==> config.mk <==
export PLATFORM = sky130hd
export DESIGN_NAME = io_bus
export DESIGN_NICKNAME = d
export VERILOG_FILES = /design/src/rtl/io_bus.sv
export SDC_FILE = /design/constraint.sdc
export NUM_CORES = 1
export LEC_CHECK = 0
export ABC_AREA = 1
export CAP_MARGIN = 10
export CORE_AREA = 5 5 98 100
export DETAILED_ROUTE_END_ITERATION = 12
export DIE_AREA = 0 0 103 105
export DONT_BUFFER_PORTS = 1
export PLACE_DENSITY = 0.64
export SLEW_MARGIN = 20
export SYNTH_ARGS = -nofsm -noshare
export SYNTH_HDL_FRONTEND = slang
export SYNTH_SLANG_ARGS = --single-unit
==> constraint.sdc <==
create_clock -name clk -period 2.6 [get_ports clk]
set_clock_uncertainty 0.1 [all_clocks]
set_input_delay 0.13 -clock clk [delete_from_list [all_inputs] [get_ports clk]]
set_output_delay 0.13 -clock clk [all_outputs]
set_load 0.02 [all_outputs]
==> src/rtl/io_bus.sv <==
// io_bus: memory-mapped I/O hub between the CPU bus and RAM.
// It decodes four I/O registers: frame timer, status, random LFSR and key FIFO.
// It steers CPU read data from either those registers or RAM.
// It blocks RAM write-enable whenever the address hits an I/O register.
module io_bus #(
  parameter int                    ADDR_WIDTH  = 16,
  parameter int                    KEY_DEPTH   = 4,
  parameter int                    TIMER_DIV   = 1000,
  parameter logic [ADDR_WIDTH-1:0] TIMER_ADDR  = 16'h00FC,
  parameter logic [ADDR_WIDTH-1:0] STATUS_ADDR = 16'h00FD,
  parameter logic [ADDR_WIDTH-1:0] RANDOM_ADDR = 16'h00FE,
  parameter logic [ADDR_WIDTH-1:0] KEY_ADDR    = 16'h00FF
) (
  input  logic                  clk,
  input  logic                  rst,
  input  logic [ADDR_WIDTH-1:0] cpu_address,
  input  logic                  cpu_read_write,
  input  logic [7:0]            cpu_data_write,
  input  logic                  access_valid,
  input  logic [7:0]            mem_data,
  input  logic                  key_valid,
  input  logic [7:0]            key_code,
  output logic [7:0]            cpu_data_read,
  output logic                  mem_wren,
  output logic                  irq
);

  localparam int PTR_W = $clog2(KEY_DEPTH);
  localparam int CNT_W = PTR_W + 1;
  localparam int PRE_W = $clog2(TIMER_DIV);

  localparam logic [CNT_W-1:0] FULL_COUNT = CNT_W'(KEY_DEPTH);
  localparam logic [PRE_W-1:0] PRE_LAST   = PRE_W'(TIMER_DIV - 1);
  localparam logic [7:0]       LFSR_MASK  = 8'hB8;

  // Registered state
  logic [7:0]       r_lfsr;
  logic [7:0]       r_timer;
  logic [PRE_W-1:0] r_prescaler;
  logic [7:0]       r_key_mem [KEY_DEPTH];
  logic [PTR_W-1:0] r_wr_ptr;
  logic [PTR_W-1:0] r_rd_ptr;
  logic [CNT_W-1:0] r_count;
  logic             r_overflow;
  logic             r_tick;
  logic             r_irq;

  // Decode and control wires
  logic       w_sel_timer;
  logic       w_sel_status;
  logic       w_sel_random;
  logic       w_sel_key;
  logic       w_io_hit;
  logic       w_write;
  logic       w_read;
  logic       w_empty;
  logic       w_full;
  logic       w_pop;
  logic       w_push;
  logic       w_drop;
  logic       w_timer_wr;
  logic       w_status_wr;
  logic       w_random_wr;
  logic       w_terminal;
  logic       w_tick_set;
  logic [7:0] w_status;
  logic [7:0] w_key_head;
  logic [7:0] w_lfsr_step;
  logic [7:0] w_read_data;

  assign w_sel_timer  = (cpu_address == TIMER_ADDR);
  assign w_sel_status = (cpu_address == STATUS_ADDR);
  assign w_sel_random = (cpu_address == RANDOM_ADDR);
  assign w_sel_key    = (cpu_address == KEY_ADDR);
  assign w_io_hit     = w_sel_timer | w_sel_status | w_sel_random | w_sel_key;

  assign w_write = access_valid & cpu_read_write;
  assign w_read  = access_valid & ~cpu_read_write;

  // A pop frees a slot in the same cycle, so a full FIFO can still accept a push
  // when it is being read; an empty FIFO ignores the pop and only pushes.
  assign w_empty = (r_count == '0);
  assign w_full  = (r_count == FULL_COUNT);
  assign w_pop   = w_read & w_sel_key & ~w_empty;
  assign w_push  = key_valid & (~w_full | w_pop);
  assign w_drop  = key_valid & w_full & ~w_pop;

  assign w_timer_wr  = w_write & w_sel_timer;
  assign w_status_wr = w_write & w_sel_status;
  assign w_random_wr = w_write & w_sel_random;

  // A timer write restarts the prescaler and suppresses that cycle's increment.
  assign w_terminal = (r_prescaler == PRE_LAST);
  assign w_tick_set = w_terminal & ~w_timer_wr;

  assign w_status    = {4'b0000, r_tick, r_overflow, w_full, ~w_empty};
  assign w_key_head  = w_empty ? 8'h00 : r_key_mem[r_rd_ptr];
  assign w_lfsr_step = {1'b0, r_lfsr[7:1]} ^ (r_lfsr[0] ? LFSR_MASK : 8'h00);

  // RAM never sees a write aimed at an I/O register; access_valid is not involved.
  assign mem_wren = cpu_read_write & ~w_io_hit;
  assign irq      = r_irq;

  // Read steering: I/O registers first, RAM data for every other address.
  always_comb begin
    // NOTE: the default comes first so every path assigns the output and no latch is inferred.
    w_read_data = mem_data;
    if (w_sel_timer) begin
      w_read_data = r_timer;
    end else if (w_sel_status) begin
      w_read_data = w_status;
    end else if (w_sel_random) begin
      w_read_data = r_lfsr;
    end else if (w_sel_key) begin
      w_read_data = w_key_head;
    end
  end

  assign cpu_data_read = w_read_data;

  // LFSR: steps every cycle; a CPU load replaces the step, and zero is forced to 1.
  always_ff @(posedge clk) begin
    // NOTE: clocked state uses non-blocking assignments so every register samples pre-edge values.
    if (rst) begin
      r_lfsr <= 8'h01;
    end else if (w_random_wr) begin
      r_lfsr <= (cpu_data_write == 8'h00) ? 8'h01 : cpu_data_write;
    end else begin
      r_lfsr <= w_lfsr_step;
    end
  end

  // Frame timer: prescaler divides clk by TIMER_DIV; the CPU may reload the timer.
  always_ff @(posedge clk) begin
    if (rst) begin
      r_timer     <= 8'h00;
      r_prescaler <= '0;
    end else if (w_timer_wr) begin
      r_timer     <= cpu_data_write;
      r_prescaler <= '0;
    end else if (w_terminal) begin
      r_timer     <= r_timer + 8'd1;
      r_prescaler <= '0;
    end else begin
      r_prescaler <= r_prescaler + PRE_W'(1);
    end
  end

  // Key FIFO storage: written on every accepted push.
  always_ff @(posedge clk) begin
    // NOTE: the storage array is not reset; count and pointers alone define which entries are valid.
    if (w_push) begin
      r_key_mem[r_wr_ptr] <= key_code;
    end
  end

  // Key FIFO pointers and occupancy; pointers wrap because KEY_DEPTH is a power of two.
  always_ff @(posedge clk) begin
    if (rst) begin
      r_wr_ptr <= '0;
      r_rd_ptr <= '0;
      r_count  <= '0;
    end else begin
      if (w_push) begin
        r_wr_ptr <= r_wr_ptr + PTR_W'(1);
      end
      if (w_pop) begin
        r_rd_ptr <= r_rd_ptr + PTR_W'(1);
      end
      case ({w_push, w_pop})
        2'b10:   r_count <= r_count + CNT_W'(1);
        2'b01:   r_count <= r_count - CNT_W'(1);
        default: r_count <= r_count;
      endcase
    end
  end

  // Sticky flags with write-1-to-clear (a set in the same cycle wins) and the lagging irq.
  always_ff @(posedge clk) begin
    if (rst) begin
      r_overflow <= 1'b0;
      r_tick     <= 1'b0;
      r_irq      <= 1'b0;
    end else begin
      if (w_drop) begin
        r_overflow <= 1'b1;
      end else if (w_status_wr && cpu_data_write[2]) begin
        r_overflow <= 1'b0;
      end
      if (w_tick_set) begin
        r_tick <= 1'b1;
      end else if (w_status_wr && cpu_data_write[3]) begin
        r_tick <= 1'b0;
      end
      r_irq <= r_overflow | r_tick;
    end
  end

endmodule

* Yosys cells after proc, flatten, opt, wreduce, memory -nomap -nowiden
Memory sizes are Yosys's and may differ from the RTL's. A register that Yosys moved wholly into a read port is not among the register bits. Index checks and enable logic that the tools add are counted.
Operators by class: multiplexer cells 19, equal/unequal tests 8, multipliers 0, magnitude comparators 0, bitwise operators 24, reductions and logical operators 9, shifts and indexed selects 0, add/subtract/negate cells 6, divide/modulo/power cells 0
Operators with widths (number):
- 2-to-1 mux 8 bit | 10
- == test 16 x 8 -> 1 bit (second input constant) | 4
- AND 1 bit | 12
- adder 10 x 1 -> 10 bit (second input constant) | 1
- == test 10 bit (second input constant) | 1
- adder 8 x 1 -> 8 bit (second input constant) | 1
- zero test 8 bit | 1
- nonzero test 2 bit | 4
- bitwise XOR 7 x 8 -> 8 bit | 1
- 2-to-1 mux 1 bit | 6
- NOT 1 bit | 6
- one-hot mux 3 bit (2 select lines) | 1
- OR 1 bit | 5
- adder 2 x 1 -> 2 bit (second input constant) | 2
- 2-to-1 mux 2 bit | 2
- adder 3 x 1 -> 3 bit (second input constant) | 1
- == test 3 bit (second input constant) | 1
- zero test 3 bit | 1
- OR reduction 3 bit | 1
- subtractor 3 x 1 -> 3 bit (second input constant) | 1
- == test 2 x 1 -> 1 bit (second input constant) | 1
- == test 2 bit (second input constant) | 1
- logical AND 1 bit | 2
Storage, ports and cells: logic and storage cells 76, latch bits 0, ROM bits 0, RAM bits 32, input bits 45, register bits after elaboration 36, memories kept 1, output and inout port bits 10
Memory list:
- r_key_mem | depth 4, bits a word 8, read ports 1, clocked after memory_dff 1, wr ports 1, RTL line 40 | logic [7:0] r_key_mem [KEY_DEPTH];

* Longest topological paths before layout
Gate-level depths: netlist of run 1.
depth in word-level cells 8, mapped depth 12, depth with buffers taken out 12

* Worst setup path before layout of run 1
Ideal clock, no wire load.
kind register to register, start point reg r_count[0], end point mem r_key_mem[0][0] (enable), arrival time 1.325 ns, setup time 0.371 ns, data required time 2.129 ns, clock period less this slack 1.796 ns, buffers on the path 0, stages on the path, launching flop included 7, path slack 0.804 ns, path through dfxtp_1 nor2_1 a21oi_1 nand3_2 nand2_1 nand2_2 nor2_1
On the way: cells in the longest elaborated chain, start to end 7, elaborated cells between the ends (all ways) 9, those cells by class eq/ne: 1; mux: 2; bitwise: 5; reduce/logical: 1
RTL lines:
- start: declaration | RTL line 43 | logic [CNT_W-1:0] r_count;
- start signal: assignment | RTL line 171 | 2'b10: r_count <= r_count + CNT_W'(1);
- start signal: assignment | RTL line 172 | 2'b01: r_count <= r_count - CNT_W'(1);
- start signal: assignment | RTL line 173 | default: r_count <= r_count;
- zero test 3 bit | RTL line 82 | assign w_empty = (r_count == '0);
- NOT 1 bit | RTL line 84 | assign w_pop = w_read & w_sel_key & ~w_empty;
- AND 1 bit | RTL line 84
- OR 1 bit (*) | RTL line 85 | assign w_push = key_valid & (~w_full | w_pop);
- AND 1 bit (*) | RTL line 85
- 2-to-1 mux 1 bit (*) | RTL line 152 | if (w_push) begin
- 2-to-1 mux 1 bit (not written as such) (*) | RTL line 153 | r_key_mem[r_wr_ptr] <= key_code;
- end: declaration | RTL line 40
Mark *: on every way between the ends. The rest lies on a longest branch, timed or not.

* Final worst setup path of run 1
start point reg r_prescaler[0], end point reg r_timer[0]
On the way: cells in the longest elaborated chain, start to end 2
RTL lines:
- start: declaration | RTL line 39 | logic [PRE_W-1:0] r_prescaler;
- start signal: assignment | RTL line 145 | r_prescaler <= r_prescaler + PRE_W'(1);
- == test 10 bit | RTL line 93 | assign w_terminal = (r_prescaler == PRE_LAST);
- nonzero test 2 bit (no source line)
- end signal: assignment | RTL line 139 | r_timer <= cpu_data_write;
- end signal: assignment | RTL line 142 | r_timer <= r_timer + 8'd1;
- end: declaration | RTL line 38 | logic [7:0] r_timer;
No other way between the ends. A chain may end at the register's enable or synchronous reset.

==> impl_metrics.json, run 1 <==
{
  "hold_path_class": "in -> reg",
  "tightest_slew_ns": 0.619,
  "synth.distinct_cells": 34,
  "clk_path_buf_depth": 2,
  "die-width_um": 103,
  "die_height_um": 105,
  "ctsResizeCount": 0,
  "fin_crit_sh_pct": 82.1,
  "path_class": "reg -> reg",
  "finalCriticalPeriod_ns": 2.13,
  "grt_antenna_before_repair": 1,
  "critPathCaptureType": "flip-flop",
  "dr.pass1.iters": 6,
  "layout_commonest_cell": "nand2_1",
  "slew_headroom_pct": 58.6,
  "fmax_mhz": 469,
  "maxCapViolCount": 0,
  "dp_hpwl_um": 6890,
  "die_area_um2": 10800,
  "final_area_um2": 4260,
  "cp_cell_sequence": "ha_1, inv_1, nor3_1, nand4_1, nand2_1, inv_1, nand2_1, a21oi_1, dlygate4sd3_1",
  "clk-insertion-delay-late_ns": 0.34,
  "peakVddDrop_uv": 209,
  "ys_seq_elements": 70,
  "placed_cell_area_um2": 3860,
  "path_clk_slew_ns": 0.08,
  "rsz0062_at_grt": "false",
  "worst_hold_slack_ns": 0.0265,
  "root_buffer": "clkbuf_8",
  "start_util_pct": 43.6,
  "synth_area_um2": 3740,
  "grt_start_max_net_pins": 17,
  "synth-edff-count": 32,
  "dr.first_iter.drc_count": 295,
  "numClockSinks": 70,
  "viasPerCell": 5.17,
  "crit_slowest_cell": "dlygate4sd3_1",
  "final_util_pct": 49.6,
  "start_kind": "flip-flop",
  "fillers": 844,
  "drc": 0,
  "drv_slew": 0,
  "synthFlopType": "dfxtp_1",
  "coreArea_um2": 8590,
  "io_pins": 55,
  "gp_congestion": 0.882,
  "arrival_ns": 2.27,
  "cts_tree": "done",
  "core.rowCount": 34,
  "grt_pass1_wl_um": 15000,
  "drtAntennaViolNets": 0,
  "crit_path_max_incr_delay_ns": 0.57,
  "power.leakage_nw": 1.77,
  "ys.warnings.count": 0,
  "crit_required_ns": 2.74,
  "grt_pass1_vias": 3104,
  "grtUsageTotal_pct": 17.9,
  "port_buffers": 0,
  "layout.nets": 555,
  "h-tree-depth": 3,
  "vias": 3192,
  "finalWorstSetupSlack_ns": 0.466,
  "finalHoldViolCount": 0,
  "grt_overflow_total": 0,
  "avgSynthCellArea_um2": 7.86,
  "synthArstFlopShare_pct": 0,
  "post-place-ws_ns": 0.527,
  "detail_route.wl_per_cell_um": 14.9,
  "ys_seq_area_share_pct": 46.0,
  "area_growth_pct": 13.9,
  "cts_made_buffers": 9,
  "setup_viol": 0,
  "drive_gt1_share_pct": 10.0,
  "syn_nets": 528,
  "wirelength_um": 9190,
  "syn_inst": 476,
  "status": "completed",
  "final_cell_mix": "nand2_1, nor2_1, inv_1",
  "p_per_area_nw_per_um2": 533,
  "path_max_fanout": 5,
  "setup_tns_ns": 0
}
## logic make-up after synthesis
group	share of synthesized area (%)
adder cells (fa/ha/maj)	2.54
buffers and inverters	7.09
flip-flops	46.0
AND/OR/NAND/NOR	32.4
AO/OA/AOI/OAI	8.76
XOR/XNOR	3.28
## state kept, by name (all words and copies together) (netlist names), named ones only
name	flops
irq	1
r_tick	1
r_wr_ptr	2
r_rd_ptr	2
r_lfsr	8
r_prescaler	10
r_overflow	1
r_key_mem	32
r_count	3
r_timer	8
## per-layer routing
layer / wire, µm / global-route usage (%)
met5: 0 / 0
met4: 351 / 7.77
met3: 487 / 3.73
met2: 4310 / 28.4
met1: 4040 / 23.4
## worst max-delay path: cells and delay by family, from the launching register on
| family | cells | cell delay, ns |
|---|---|---|
| fa+ha+maj | 1 | 0.20 |
| simple gates | 4 | 0.57 |
| buf+inv | 3 | 0.74 |
| flops | 1 | 0.36 |
| compound gates | 1 | 0.06 |
## cell usage after synthesis, drive strengths merged, types with 3 or more instances
| cell | instances | area [µm²] |
|---|---|---|
| inv | 61 | 229 |
| or2 | 5 | 31.3 |
| nand2 | 124 | 495 |
| nand4 | 8 | 65.1 |
| nor2 | 68 | 305 |
| ha | 6 | 75.1 |
| o21ai | 31 | 155 |
| nand3 | 36 | 208 |
| nor3 | 11 | 93.8 |
| edfxtp | 32 | 961 |
| a21oi | 24 | 120 |
| dfxtp | 38 | 761 |
| xor2 | 10 | 87.6 |
| o22ai | 6 | 37.5 |
| xnor2 | 4 | 35.0 |
| clkbuf | 3 | 11.3 |
| buf | 3 | 21.3 |
## metrics by stage
step	total power, mW	instances
3_3_place_gp	1.38	580
6_report	2.27	617
5_1_grt	2.38	617
4_1_cts	2.29	616
2_1_floorplan	1.35	476
3_5_place_dp	1.39	580
## cell type report
cell class	instances	area (µm²)	area share, %
antenna	1	2.50	0.0587
clock buffer	11	141	3.32
clock inverter	5	58.8	1.38
inverter	62	233	5.46
multi-input combinational	338	1760	41.2
sequential	70	1720	40.4
tap	108	135	3.17
timing repair buffer	22	215	5.05
## path summary, 6_finish.rpt
| kind | start | to | slack (ns) | cells after the start |
|---|---|---|---|---|
| worst max-delay path | r_prescaler[0] | r_timer[0] | 0.47 | 9 |
| worst min-delay path | key_valid | r_count[2] | 0.03 | 4 |
| worst max register to register | r_prescaler[0] | r_timer[0] | 0.47 | 9 |
| worst min register to register | r_prescaler[0] | r_prescaler[0] | 0.36 | 1 |
## power breakdown
group          internal [mW]  switching (mW)  total [mW]
sequential              1.19          0.0189        1.21
clock                  0.469           0.401       0.871
combinational         0.0659           0.124       0.190
## timing repair
action                    4_1_cts  5_1_grt
buffers inserted                0        0
hold buffers                   20        0
hold endpoints to repair       55        0
Note: power is estimated with default switching activity, not from simulation.
==> inputs of run 2 (changes only) <==
Clock period 2.6 ns to 2.24 ns, I/O delays scaled along.
==> impl_metrics.json, run 2 (synthesis results as in run 1) <==
{
  "clk-insertion-delay-late_ns": 0.34,
  "dp_hpwl_um": 6370,
  "wirelength_um": 8640,
  "gp_congestion": 0.889,
  "viasPerCell": 5.05,
  "num_antenna_cells": 0,
  "clk_path_buf_depth": 2,
  "crit_slowest_cell": "dfxtp_1",
  "area_growth_pct": 16.3,
  "p_per_area_nw_per_um2": 638,
  "drtAntennaViolNets": 0,
  "dr.first_iter.drc_count": 222,
  "fmax_mhz": 488,
  "tightest_slew_ns": 0.603,
  "slew_headroom_pct": 59.7,
  "crit_required_ns": 2.03,
  "critical_path.top_delay_family": "simple AND/OR/NAND/NOR gates",
  "vias": 3143,
  "rsz0062_at_grt": "false",
  "finalCriticalPeriod_ns": 2.05,
  "peakVddDrop_uv": 399,
  "numClockSinks": 70,
  "detail_route.wl_per_cell_um": 13.9,
  "finalHoldViolCount": 0,
  "drive_gt1_share_pct": 11.7,
  "coreArea_um2": 8590,
  "core.rowCount": 34,
  "grt_start_max_net_pins": 17,
  "place_inst": 584,
  "grt_pass1_vias": 2893,
  "cts_tree": "done",
  "dr.pass1.iters": 5,
  "fillers": 824,
  "root_buffer": "clkbuf_8",
  "hold_path_class": "in -> reg",
  "fin_cells": 622,
  "drc": 0,
  "power.leakage_nw": 1.82,
  "cp.buffers_inverters": 1,
  "start_util_pct": 43.6,
  "largest_register": "r_key_mem",
  "cts_made_buffers": 9,
  "die_height_um": 105,
  "path_class": "reg -> out",
  "grt_antenna_before_repair": 0,
  "reg_top3": "r_key_mem x32, r_prescaler x10",
  "grt_pass1_wl_um": 13600,
  "maxCapViolCount": 0,
  "io_pins": 55,
  "layout.nets": 561,
  "fin_crit_sh_pct": 91.5,
  "cp_cell_sequence": "inv_1, o21ai_0, o22ai_1, nand2_1, nand3_1, nand3_1, nand2_1",
  "setup_viol": 0,
  "final_cell_mix": "nand2_1, nor2_1, inv_1",
  "setup_tns_ns": 0,
  "die-width_um": 103,
  "status": "completed",
  "die_area_um2": 10800,
  "path_clk_slew_ns": 0.07,
  "arrival_ns": 1.84,
  "start_kind": "flip-flop",
  "h-tree-depth": 3,
  "grt_overflow_total": 0,
  "port_buffers": 0,
  "grtUsageTotal_pct": 16.3,
  "largest_register_ffs": 32,
  "path_max_fanout": 9,
  "drv_slew": 0,
  "critPathCaptureType": "output port",
  "crit_path_max_incr_delay_ns": 0.41,
  "layout_commonest_cell": "nand2_1"
}
==> run 2: final timing paths <==
check / from / to / slack [ns] / cells past startpoint
worst max-delay path: flip-flop / cpu_data_read[5] / 0.19 / 7
worst min-delay path: cpu_data_write[4] / r_lfsr[0] / 0.008 / 3
worst max register to register: r_count[1] / r_count[2] / 0.33 / 9
worst min register to register: r_prescaler[0] / r_prescaler[0] / 0.34 / 1
==> run 2: area by class of cell <==
type	instances	area [µm²]	area share, %
flip-flops and latches	70	1720	39.5
repair buffers	28	273	6.26
well taps	108	135	3.10
multi-input cells	338	1760	40.3
clock buffers	11	151	3.48
clock inverters	5	81.3	1.87
inverters	62	236	5.43
==> run 2: metrics by stage <==
step / setup WS [ns] / hold WS (ns) / cell area [µm²] / utilization (%) / total power, mW
floorplan: 0.444 / 0.0811 / 3740 / - / 1.57
finish: 0.191 / 0.00797 / 4360 / 50.7 / 2.78
global placement: 0.445 / 0.0836 / 3890 / 45.3 / 1.61
CTS: 0.113 / 0.00947 / 4320 / 50.3 / 2.81
global route: 0.0000697 / 0.0440 / 4360 / 50.7 / 2.91
detailed placement: 0.356 / 0.0854 / 3890 / 45.3 / 1.62
==> run 2: worst register-to-register path, delay by kind of cell (launching register included) <==
kind                       cells  cell delay (ns)
AOI/OAI and AO/OA              1             0.24
buffers and inverters          1             0.07
and+or+nand+nor                6             0.67
DFF                            1             0.36
adders and majority gates      1             0.42
==> run 2: timing repair <==
item / 4_1_cts / 5_1_grt
endpoints found under the hold margin: 57 / 0
setup buffers: 0 / 2
resized for setup: 0 / 1
setup endpoints to repair: 0 / 1
hold buffers: 20 / 0
==> run 2: power breakdown <==
group | switching (mW) | internal, mW | leakage, nW
combinational | 0.143 | 0.0817 | 1.10
clock | 0.461 | 0.687 | 0.116
sequential | 0.0205 | 1.38 | 0.603
total | 0.625 | 2.15 | 1.82
==> run 2: routing by layer <==
| layer | wire (µm) | global-route usage (%) | vias to the layer above | part of all wire [%] |
|---|---|---|---|---|
| met5 | 0 | 0 | - | 0 |
| met4 | 294 | 8.23 | 0 | 3.4 |
| met3 | 442 | 3.73 | 21 | 5.1 |
| met2 | 4170 | 25.6 | 75 | 48 |
| met1 | 3730 | 20.7 | 1438 | 43 |
| li1 | - | - | 1609 | - |
==> inputs of run 3 (changes only) <==
Settings changed: RECOVER_POWER set to 50.
==> impl_metrics.json, run 3 (synthesis results as in run 1) <==
{
  "fin_cells": 622,
  "fillers": 833,
  "wirelength_um": 8650,
  "p_per_area_nw_per_um2": 643,
  "die_height_um": 105,
  "power_frac_seq_pct": 50.6,
  "reg_top3": "r_key_mem x32, r_prescaler x10",
  "coreArea_um2": 8590,
  "drive_gt1_share_pct": 10.3,
  "dp_hpwl_um": 6370,
  "post-place-ws_ns": 0.356,
  "critical_path.top_delay_family": "simple AND/OR/NAND/NOR gates",
  "port_buffers": 0,
  "status": "complete, but fails checks",
  "final_util_pct": 50.3,
  "root_buffer": "clkbuf_8",
  "path_clk_slew_ns": 0.07,
  "h-tree-depth": 3,
  "power.leakage_nw": 1.82,
  "cts_made_buffers": 9,
  "finalWorstSetupSlack_ns": 0.185,
  "tightest_slew_ns": 0.598,
  "clk-insertion-delay-late_ns": 0.34,
  "crit_slowest_cell": "dfxtp_1",
  "cts_tree": "done",
  "numClockSinks": 70,
  "cp_cell_sequence": "inv_1, o21ai_0, o22ai_1, nand2_1, nand3_1, nand3_1, nand2_1",
  "p_sw_share_pct": 22.5,
  "grt_start_max_net_pins": 17,
  "grtUsageTotal_pct": 16.3,
  "core.rowCount": 34,
  "setup_viol": 0,
  "num_antenna_cells": 0,
  "grt_pass1_vias": 2893,
  "reg2reg_slack_ns": 0.28,
  "setup_tns_ns": 0,
  "largest_register": "r_key_mem",
  "violations": "negative hold slack",
  "seqCellArea_um2": 1720,
  "die-width_um": 103,
  "io_pins": 55,
  "detail_route.wl_per_cell_um": 13.9,
  "fin_crit_sh_pct": 91.7,
  "area_growth_pct": 15.4,
  "place_inst": 584,
  "dr.pass1.iters": 5,
  "peakVddDrop_uv": 399,
  "clkPwrFrac_pct": 41.4,
  "crit_required_ns": 2.03,
  "slew_headroom_pct": 60.0,
  "rsz0062_at_grt": "false",
  "cp.buffers_inverters": 1,
  "grt_overflow_total": 0,
  "clk_path_buf_depth": 2,
  "vias": 3163,
  "dr.first_iter.drc_count": 215,
  "drtAntennaViolNets": 0,
  "placed_cell_area_um2": 3890,
  "finalHoldViolCount": 1,
  "drc": 0,
  "multi_input_area_um2": 1720,
  "die_area_um2": 10800,
  "layout.nets": 561,
  "start_util_pct": 43.6,
  "pwr-share-comb_pct": 8.0,
  "final_area_um2": 4320,
  "p_int_mw": 2.15,
  "crit_path_max_incr_delay_ns": 0.41,
  "arrival_ns": 1.84,
  "fmax_mhz": 487,
  "start_kind": "flip-flop",
  "path_class": "reg -> out",
  "grt_pass1_wl_um": 13600,
  "final_cell_mix": "nand2_1, nor2_1, inv_1",
  "maxCapViolCount": 0,
  "layout_commonest_cell": "nand2_1",
  "drv_slew": 0,
  "hold_path_class": "in -> reg",
  "grt_antenna_before_repair": 0,
  "power_switching_mw": 0.623,
  "worst_hold_slack_ns": -0.00559,
  "finalCriticalPeriod_ns": 2.06,
  "path_max_fanout": 9,
  "gp_congestion": 0.889,
  "viasPerCell": 5.09,
  "largest_register_ffs": 32,
  "critPathCaptureType": "output port"
}
==> run 3: final timing paths <==
check / end / cells after the start / startpoint
min: r_lfsr[6] / 3 / cpu_read_write
max reg2reg: r_overflow / 6 / r_count[0]
min reg2reg: r_prescaler[0] / 1 / r_prescaler[0]
max: cpu_data_read[5] / 7 / flip-flop
==> run 3: power by group through the flow <==
| stage | Clock [mW] | Sequential [mW] | Combinational (mW) |
|---|---|---|---|
| 2_1_floorplan | 0 | 1.43 | 0.142 |
| 3_3_place_gp | 0 | 1.43 | 0.181 |
| 5_1_grt | 1.25 | 1.41 | 0.249 |
| 4_1_cts | 1.18 | 1.40 | 0.227 |
| 6_report | 1.15 | 1.41 | 0.221 |
| 3_5_place_dp | 0 | 1.43 | 0.184 |
==> run 3: cell type report <==
cell class                      instances  share of cell area (%)
Tap cell                              108                    3.13
Clock buffer                           11                    3.51
Multi-Input combinational cell        338                    39.9
Sequential cell                        70                    39.9
Inverter                               62                    5.48
Clock inverter                          5                    1.88
Timing Repair Buffer                   28                    6.23
==> run 3: layer usage <==
layer	part of all wire [%]	track usage, %	vias up
met5	0	0	-
met4	3.4	8.23	0
met3	5.1	3.73	21
li1	-	-	1609
met1	43	20.7	1442
met2	48	25.6	91
==> run 3: metrics by stage <==
| step | hold WS, ns | power [mW] |
|---|---|---|
| after floorplan | 0.0811 | 1.57 |
| after CTS | 0.00947 | 2.81 |
| final | -0.00559 | 2.78 |
| after global routing | 0.0172 | 2.90 |
| after detailed placement | 0.0854 | 1.62 |
| after global placement | 0.0836 | 1.61 |
==> run 3: worst reg2reg max path: cells and delay by family (launching register included) <==
family	cells	cell delay (ns)
AO/OA/AOI/OAI	2	0.29
AND/OR/NAND/NOR	3	0.52
buffers and inverters	1	0.58
flip-flops	1	0.36
==> run 3: what timing repair did <==
action | in CTS | in global routing
gates resized for setup | 0 | 1
hold buffers | 20 | 0
buffers inserted | 0 | 2
setup endpoints to repair | 0 | 1
endpoints found under the hold margin | 57 | 0
